$ cat src/rtl/pea_command_scheduler_if.sv
// Handshake bundle between the PEA firing controller and its FIFOs/datapath.
// The master side is the scheduler; the slave side is the FIFO/datapath environment.
interface pea_command_scheduler_if #(
  parameter int word_size = 16,
  parameter int pw        = 10
);
  logic                   invoke;
  logic                   enable_out;
  logic                   done_out;
  logic                   busy;
  logic [word_size-1:0]   command_in;
  logic [pw-1:0]          command_pop;
  logic                   command_rd_en;
  logic [pw-1:0]          data_pop;
  logic [pw-1:0]          result_free_space;
  logic [pw-1:0]          status_free_space;
  logic                   status_wr_en;
  logic [2*word_size-1:0] status_out;
  logic [3:0]             ni_in;
  logic                   dp_start;
  logic [2:0]             dp_op;
  logic [2:0]             dp_a;
  logic [4:0]             dp_b;
  logic                   dp_done;

  modport master (
    input  invoke, command_in, command_pop, data_pop, result_free_space,
           status_free_space, ni_in, dp_done,
    output enable_out, done_out, busy, command_rd_en, status_wr_en, status_out,
           dp_start, dp_op, dp_a, dp_b
  );

  modport slave (
    output invoke, command_in, command_pop, data_pop, result_free_space,
           status_free_space, ni_in, dp_done,
    input  enable_out, done_out, busy, command_rd_en, status_wr_en, status_out,
           dp_start, dp_op, dp_a, dp_b
  );
endinterface

$ cat src/rtl/pea_command_scheduler.sv
// PEA firing controller: pops one command per invoke, validates it, waits for FIFO
// resources (bounded), runs the datapath and writes exactly one status token.
module pea_command_scheduler #(
  parameter int word_size   = 16,
  parameter int buffer_size = 1024,
  parameter int wait_limit  = 256
) (
  input logic                    clk,
  input logic                    rst,
  pea_command_scheduler_if.master bus
);
  localparam int PW  = $clog2(buffer_size);
  localparam int WCW = (wait_limit > 2) ? $clog2(wait_limit) : 1;

  typedef enum logic [2:0] {
    S_IDLE, S_FETCH, S_LATCH, S_CHECK, S_START, S_BUSY, S_STATUS, S_DONE
  } state_t;

  state_t                 state, state_next;
  logic [word_size-1:0]   cmd_reg;
  logic [WCW-1:0]         wait_cnt;
  logic                   wait_inc;
  logic [7:0]             code_next;
  logic [2*word_size-1:0] status_reg;

  logic [7:0]             op;
  logic [4:0]             arg_b;
  logic [7:0]             err_code;
  logic                   res_ready;
  logic [PW-1:0]          b_pw, b1_pw, ni1_pw;
  logic                   enable;

  assign op     = cmd_reg[15:8];
  assign arg_b  = cmd_reg[4:0];
  assign b_pw   = PW'(arg_b);
  assign b1_pw  = PW'({1'b0, arg_b} + 6'd1);
  assign ni1_pw = PW'({1'b0, bus.ni_in} + 5'd1);
  assign enable = (bus.command_pop != '0) && (bus.status_free_space != '0);

  // Command validation; earlier checks win when several errors apply at once
  always_comb begin
    err_code = 8'h00;
    if (op < 8'h01 || op > 8'h05)
      err_code = 8'h01;
    else if ((op == 8'h02 || op == 8'h03 || op == 8'h04) && bus.ni_in == 4'hF)
      err_code = 8'h02;
    else if ((op == 8'h01 && arg_b > 5'd10) || (op == 8'h03 && arg_b == 5'd0))
      err_code = 8'h03;
  end

  always_comb begin
    res_ready = 1'b0;
    case (op)
      8'h01:   res_ready = bus.data_pop >= b1_pw;
      8'h02:   res_ready = (bus.data_pop >= PW'(1)) && (bus.result_free_space >= PW'(1));
      8'h03:   res_ready = (bus.data_pop >= b_pw) && (bus.result_free_space >= b_pw);
      8'h04:   res_ready = bus.result_free_space >= ni1_pw;
      8'h05:   res_ready = 1'b1;
      default: res_ready = 1'b0;
    endcase
  end

  always_comb begin
    state_next = state;
    code_next  = 8'h00;
    wait_inc   = 1'b0;
    case (state)
      S_IDLE:  if (bus.invoke && enable) state_next = S_FETCH;
      S_FETCH: state_next = S_LATCH;
      S_LATCH: state_next = S_CHECK;
      S_CHECK: begin
        if (err_code != 8'h00) begin
          state_next = S_STATUS;
          code_next  = err_code;
        end else if (res_ready) begin
          state_next = S_START;
        end else if (wait_cnt == WCW'(wait_limit - 1)) begin
          state_next = S_STATUS;
          code_next  = 8'h04;
        end else begin
          wait_inc = 1'b1;
        end
      end
      S_START:  state_next = S_BUSY;
      S_BUSY:   if (bus.dp_done) state_next = S_STATUS;
      S_STATUS: state_next = S_DONE;
      S_DONE:   state_next = S_IDLE;
      default:  state_next = S_IDLE;
    endcase
  end

  // The status word is loaded on entry to STATUS so it is already valid alongside status_wr_en
  always_ff @(posedge clk or posedge rst) begin
    if (rst) begin
      state      <= S_IDLE;
      cmd_reg    <= '0;
      wait_cnt   <= '0;
      status_reg <= '0;
    end else begin
      state <= state_next;
      if (state == S_LATCH) begin
        cmd_reg  <= bus.command_in;
        wait_cnt <= '0;
      end else if (wait_inc) begin
        wait_cnt <= wait_cnt + 1'b1;
      end
      if (state_next == S_STATUS && state != S_STATUS)
        status_reg <= {cmd_reg, {(word_size-8){1'b0}}, code_next};
    end
  end

  assign bus.enable_out    = enable;
  assign bus.busy          = (state != S_IDLE);
  assign bus.command_rd_en = (state == S_FETCH);
  assign bus.dp_start      = (state == S_START);
  assign bus.status_wr_en  = (state == S_STATUS);
  assign bus.done_out      = (state == S_DONE);
  assign bus.status_out    = status_reg;
  assign bus.dp_op         = cmd_reg[10:8];
  assign bus.dp_a          = cmd_reg[7:5];
  assign bus.dp_b          = cmd_reg[4:0];
endmodule

$ cat src/flat_wrapper.sv
// flat-port wrapper written by rule: the top's interface ports become plain ports
module pea_command_scheduler_flat 
#(
  parameter int word_size   = 16,
  parameter int buffer_size = 1024,
  parameter int wait_limit  = 256
)
  (clk, rst, bus_invoke, bus_command_in, bus_command_pop, bus_data_pop, bus_result_free_space, bus_status_free_space, bus_ni_in, bus_dp_done, bus_enable_out, bus_done_out, bus_busy, bus_command_rd_en, bus_status_wr_en, bus_status_out, bus_dp_start, bus_dp_op, bus_dp_a, bus_dp_b);
  pea_command_scheduler_if #(.word_size(word_size), .pw((10))) bus_i ();
  input logic clk;
  input logic rst;
  input wire logic [$bits(bus_i.invoke)-1:0] bus_invoke;
  input wire logic [$bits(bus_i.command_in)-1:0] bus_command_in;
  input wire logic [$bits(bus_i.command_pop)-1:0] bus_command_pop;
  input wire logic [$bits(bus_i.data_pop)-1:0] bus_data_pop;
  input wire logic [$bits(bus_i.result_free_space)-1:0] bus_result_free_space;
  input wire logic [$bits(bus_i.status_free_space)-1:0] bus_status_free_space;
  input wire logic [$bits(bus_i.ni_in)-1:0] bus_ni_in;
  input wire logic [$bits(bus_i.dp_done)-1:0] bus_dp_done;
  output wire logic [$bits(bus_i.enable_out)-1:0] bus_enable_out;
  output wire logic [$bits(bus_i.done_out)-1:0] bus_done_out;
  output wire logic [$bits(bus_i.busy)-1:0] bus_busy;
  output wire logic [$bits(bus_i.command_rd_en)-1:0] bus_command_rd_en;
  output wire logic [$bits(bus_i.status_wr_en)-1:0] bus_status_wr_en;
  output wire logic [$bits(bus_i.status_out)-1:0] bus_status_out;
  output wire logic [$bits(bus_i.dp_start)-1:0] bus_dp_start;
  output wire logic [$bits(bus_i.dp_op)-1:0] bus_dp_op;
  output wire logic [$bits(bus_i.dp_a)-1:0] bus_dp_a;
  output wire logic [$bits(bus_i.dp_b)-1:0] bus_dp_b;
  assign bus_i.invoke = bus_invoke;
  assign bus_i.command_in = bus_command_in;
  assign bus_i.command_pop = bus_command_pop;
  assign bus_i.data_pop = bus_data_pop;
  assign bus_i.result_free_space = bus_result_free_space;
  assign bus_i.status_free_space = bus_status_free_space;
  assign bus_i.ni_in = bus_ni_in;
  assign bus_i.dp_done = bus_dp_done;
  assign bus_enable_out = bus_i.enable_out;
  assign bus_done_out = bus_i.done_out;
  assign bus_busy = bus_i.busy;
  assign bus_command_rd_en = bus_i.command_rd_en;
  assign bus_status_wr_en = bus_i.status_wr_en;
  assign bus_status_out = bus_i.status_out;
  assign bus_dp_start = bus_i.dp_start;
  assign bus_dp_op = bus_i.dp_op;
  assign bus_dp_a = bus_i.dp_a;
  assign bus_dp_b = bus_i.dp_b;
  pea_command_scheduler #(.word_size(word_size), .buffer_size(buffer_size), .wait_limit(wait_limit)) u_core (.clk(clk), .rst(rst), .bus(bus_i));
endmodule
$ cat config.mk
export PLATFORM = sky130hd
export DESIGN_NAME = pea_command_scheduler_flat
export DESIGN_NICKNAME = d
export VERILOG_FILES = /design/src/rtl/pea_command_scheduler_if.sv /design/src/rtl/pea_command_scheduler.sv /design/src/flat_wrapper.sv
export SDC_FILE = /design/constraint.sdc
export NUM_CORES = 1
export LEC_CHECK = 0
export BUFFER_PORTS_ARGS = -buffer_cell sky130_fd_sc_hd__buf_2
export CORE_UTILIZATION = 40
export CTS_CLUSTER_DIAMETER = 50
export DETAILED_ROUTE_END_ITERATION = 16
export MAX_ROUTING_LAYER = met4
export PLACE_DENSITY = 0.67
export SYNTH_ARGS = -nofsm -noshare
export SYNTH_HDL_FRONTEND = slang
export SYNTH_SLANG_ARGS = --single-unit
$ cat constraint.sdc
create_clock -name clk -period 8.4 [get_ports clk]
set_input_delay 1.68 -clock clk [delete_from_list [all_inputs] [get_ports clk]]
set_output_delay 1.68 -clock clk [all_outputs]
set_load 0.03 [all_outputs]
==> summary.md <==
| Metric | Value |
|---|---|
| Slew margin rel. | `36.3%` |
| Initial antenna violation count | `0` |
| Mapped Avg Cell Area | `10.3 um2` |
| Routed wire length | `6.60 mm` |
| Min-Delay Path Class | `reg2reg` |
| Internal Power | `652 uW` |
| YS warnings | `0` |
| Final Cell Area | `0.00362 mm2` |
| Mux share of post-synthesis cell area | `10.8%` |
| Vias in the first global route | `2339` |
| Seq pwr share | `33.9%` |
| Core ar. | `0.00737 mm2` |
| Die width | `89.8 um` |
| Number of flip-flops in the largest register | `19` |
| Post-synth EDFFs | `0` |
| Worst Setup Path Type | `in2out` |
| CTS tree | `done` |
| Crit end category | `primary output` |
| Clock share of power | `11.5%` |
| Detail Route Antenna Nets | `0` |
| Die area | `0.00807 mm2` |
| Number of buffers added on ports | `99` |
| Hold buffers post-CTS | `0` |
| # diodes | `0` |
| Post-synth top area share | `37.3%` |
| Arrival time worst endpoint | `2.82 ns` |
| Die height | `89.8 um` |
| Synth Area in Compound Gates | `12.1%` |
| Initial DRT Pass Iterations | `4` |
| Switch Pwr | `553 uW` |
| Adder-cell area share of the yosys netlist | `10.5%` |
| Clk root buf | `clkbuf_8` |
| Crit Path Max Fanout | `2` |
| Final setup viols | `0` |
| Period utilization | `53.6%` |
| Mapped Area | `0.00308 mm2` |
| Worst hold start | `u_core.wait_cnt[7]` |
| Layout cells sized above 1 | `38.9%` |
| Gate power share | `54.7%` |
| Final Net Count | `475` |
| Finished Layout Cells | `485` |
| Post-DP HPWL | `5.03 mm` |
| Clk_skew | `0.00216 ns` |
| # resized after CTS | `0` |
| Clk slew on worst S/H paths | `0.08 ns` |
| Global-route wire length before repair | `11.1 mm` |
| Fmax | `222 MHz` |
| Routability cong. | `0.834` |
| Sw frac | `45.9%` |
| Largest area contributor in the netlist | `dfrtp_1` |
| Most frequent cells in the layout | `buf_2 (99), dfrtp_1 (46), ha_1 (26)` |
| Setup crit start | `bus_status_free_space[5]` |
| Netlist cell types | `53` |
| Clock Path Buffers | `2` |
| Slew @ Worst Pin | `0.953 ns` |
| CTS sink count | `46` |
| Final worst path period need | `4.50 ns` |
| DRT iter0 DRCs | `148` |
| RSZ-0062 raised after global routing | `false` |
| Worst setup margin | `3.90 ns` |
| Clock buffer count from CTS | `5` |
| Placed cells | `477` |
| Via density | `5.04` |
| Number of setup buffers added after CTS | `0` |
| Drt drc | `0` |
| Syn-to-layout area delta | `17.2%` |
| R2R Path Start | `u_core.cmd_reg[0]` |
| Starting density of the core | `41.9%` |
| Seq/Total Area, Yosys | `37.3%` |
| Post-synthesis sequential element count | `46` |
| Top_reg_cell synth | `dfrtp_1` |
| Total Routing Usage GR | `17.3%` |
| Power per cell area | `333 mW/mm2` |
| WHS | `0.486 ns` |
| Placed Area | `0.00352 mm2` |
| Setup TNS | `0 ns` |
| Synth Area in XOR/XNOR | `1.70%` |
| GRT overflow | `0` |
| Status | `finished clean` |
| Maximum vdd ir drop | `0.176 mV` |
| Synth top area cells | `dfrtp_1 (37%), ha_1 (11%), mux2_2 (6.6%)` |
| Routed len/inst | `13.6 um` |
| Leakage power | `0.00173 uW` |
| Max-cap violation count | `0` |
| Largest family of logic cells by synthesized area | `simple AND/OR/NAND/NOR gates` |
| Worst-Skew Late Latency | `0.29 ns` |
| Top Ports | `113` |
| Cells after synthesis | `300` |
| H-tree levels | `2` |
| Final Max Slew Viols | `0` |
| Worst Path Required | `6.72 ns` |
| Largest net degree at the start of global routing | `47` |
| Worst R2R Setup Slack | `5.14 ns` |
| Via count | `2445` |
| Place WS | `3.77 ns` |
| Final Hold Vio Count | `0` |
| Cell Rows | `31` |
| Most common cell after layout, fill and taps aside | `buf_2` |
| CP Launch Type | `primary input` |
| Post-Synth Simple-Gate Area | `17.8%` |
| Post-synth ARST share | `100%` |
==> per-layer routing <==
layer	global-route usage, %	part of all wire, %	vias to the layer above
met5	-	0	-
met4	3.55	0.53	0
met3	3.81	6.0	5
met2	27.9	47	83
met1	22.5	46	1141
li1	-	-	1216
==> logic make-up (layout without fill, tap and decap cells) <==
group / count (synthesis) / count (layout)
flip-flops: 46 / 46
multiplexers: 27 / 27
other: 1 / 13
buffers and inverters: 49 / 123
XOR/XNOR: 6 / 6
AO/OA/AOI/OAI: 52 / 52
adder cells (fa/ha/maj): 26 / 26
AND/OR/NAND/NOR: 93 / 93
==> final cells by class <==
class,count,area (um2)
multi-input cells,217,1690
well taps,99,124
inverters,15,56.3
fillers,720,3750
flip-flops and latches,46,1150
clock inverters,2,12.5
clock buffers,6,82.6
repair buffers,100,503
==> cells in the mapped netlist (2+ instances only) <==
cell	instances
o21ai_0	19
or4_4	2
nor3_1	2
inv_1	15
nor2_1	10
clkbuf_1	6
and2b_2	2
and2_1	2
nand2_1	14
or3_1	7
xor2_1	2
xnor2_1	4
a21oi_1	15
a21o_1	2
nand2b_1	4
buf_4	24
nor3b_1	2
a2111oi_0	2
a31oi_1	2
nor2b_1	8
or2_2	2
nor4b_1	2
ha_1	26
or4_1	5
nand4_1	7
dfrtp_1	46
mux2_2	18
nand3_1	11
nand4b_1	3
mux2_4	8
nor4_1	5
and3_1	2
==> worst max-delay path, cell delays in order <==
cell and delay (ns):
buf_2 0.09, or4_1 0.51, nor4_1 0.26, a31oi_1 0.09, buf_2 0.20
==> power by group through the flow <==
stage | registers [uW] | clock network, uW | logic (uW)
after CTS | 409 | 145 | 666
final | 408 | 139 | 659
after global placement | 411 | 0 | 647
after global routing | 424 | 154 | 718
after floorplan | 456 | 0 | 491
after detailed placement | 412 | 0 | 665
==> stage by stage <==
stage	utilization (%)	total power (uW)
after floorplan	-	947
after global placement	47.8	1060
after detailed placement	47.8	1080
after CTS	49.1	1220
after global routing	49.1	1300
final	49.1	1210
==> worst paths after layout <==
kind                                        endpoint  cells past startpoint
max                                   bus_enable_out                      5
max reg2reg                u_core.bus.status_out[31]                     10
max in group asynchronous  u_core.bus.status_out[19]                      2
min reg2reg                       u_core.wait_cnt[7]                      1
min                               u_core.wait_cnt[7]                      1
min in group asynchronous         u_core.wait_cnt[4]                      2
Note: power is estimated with default switching activity, not from simulation.
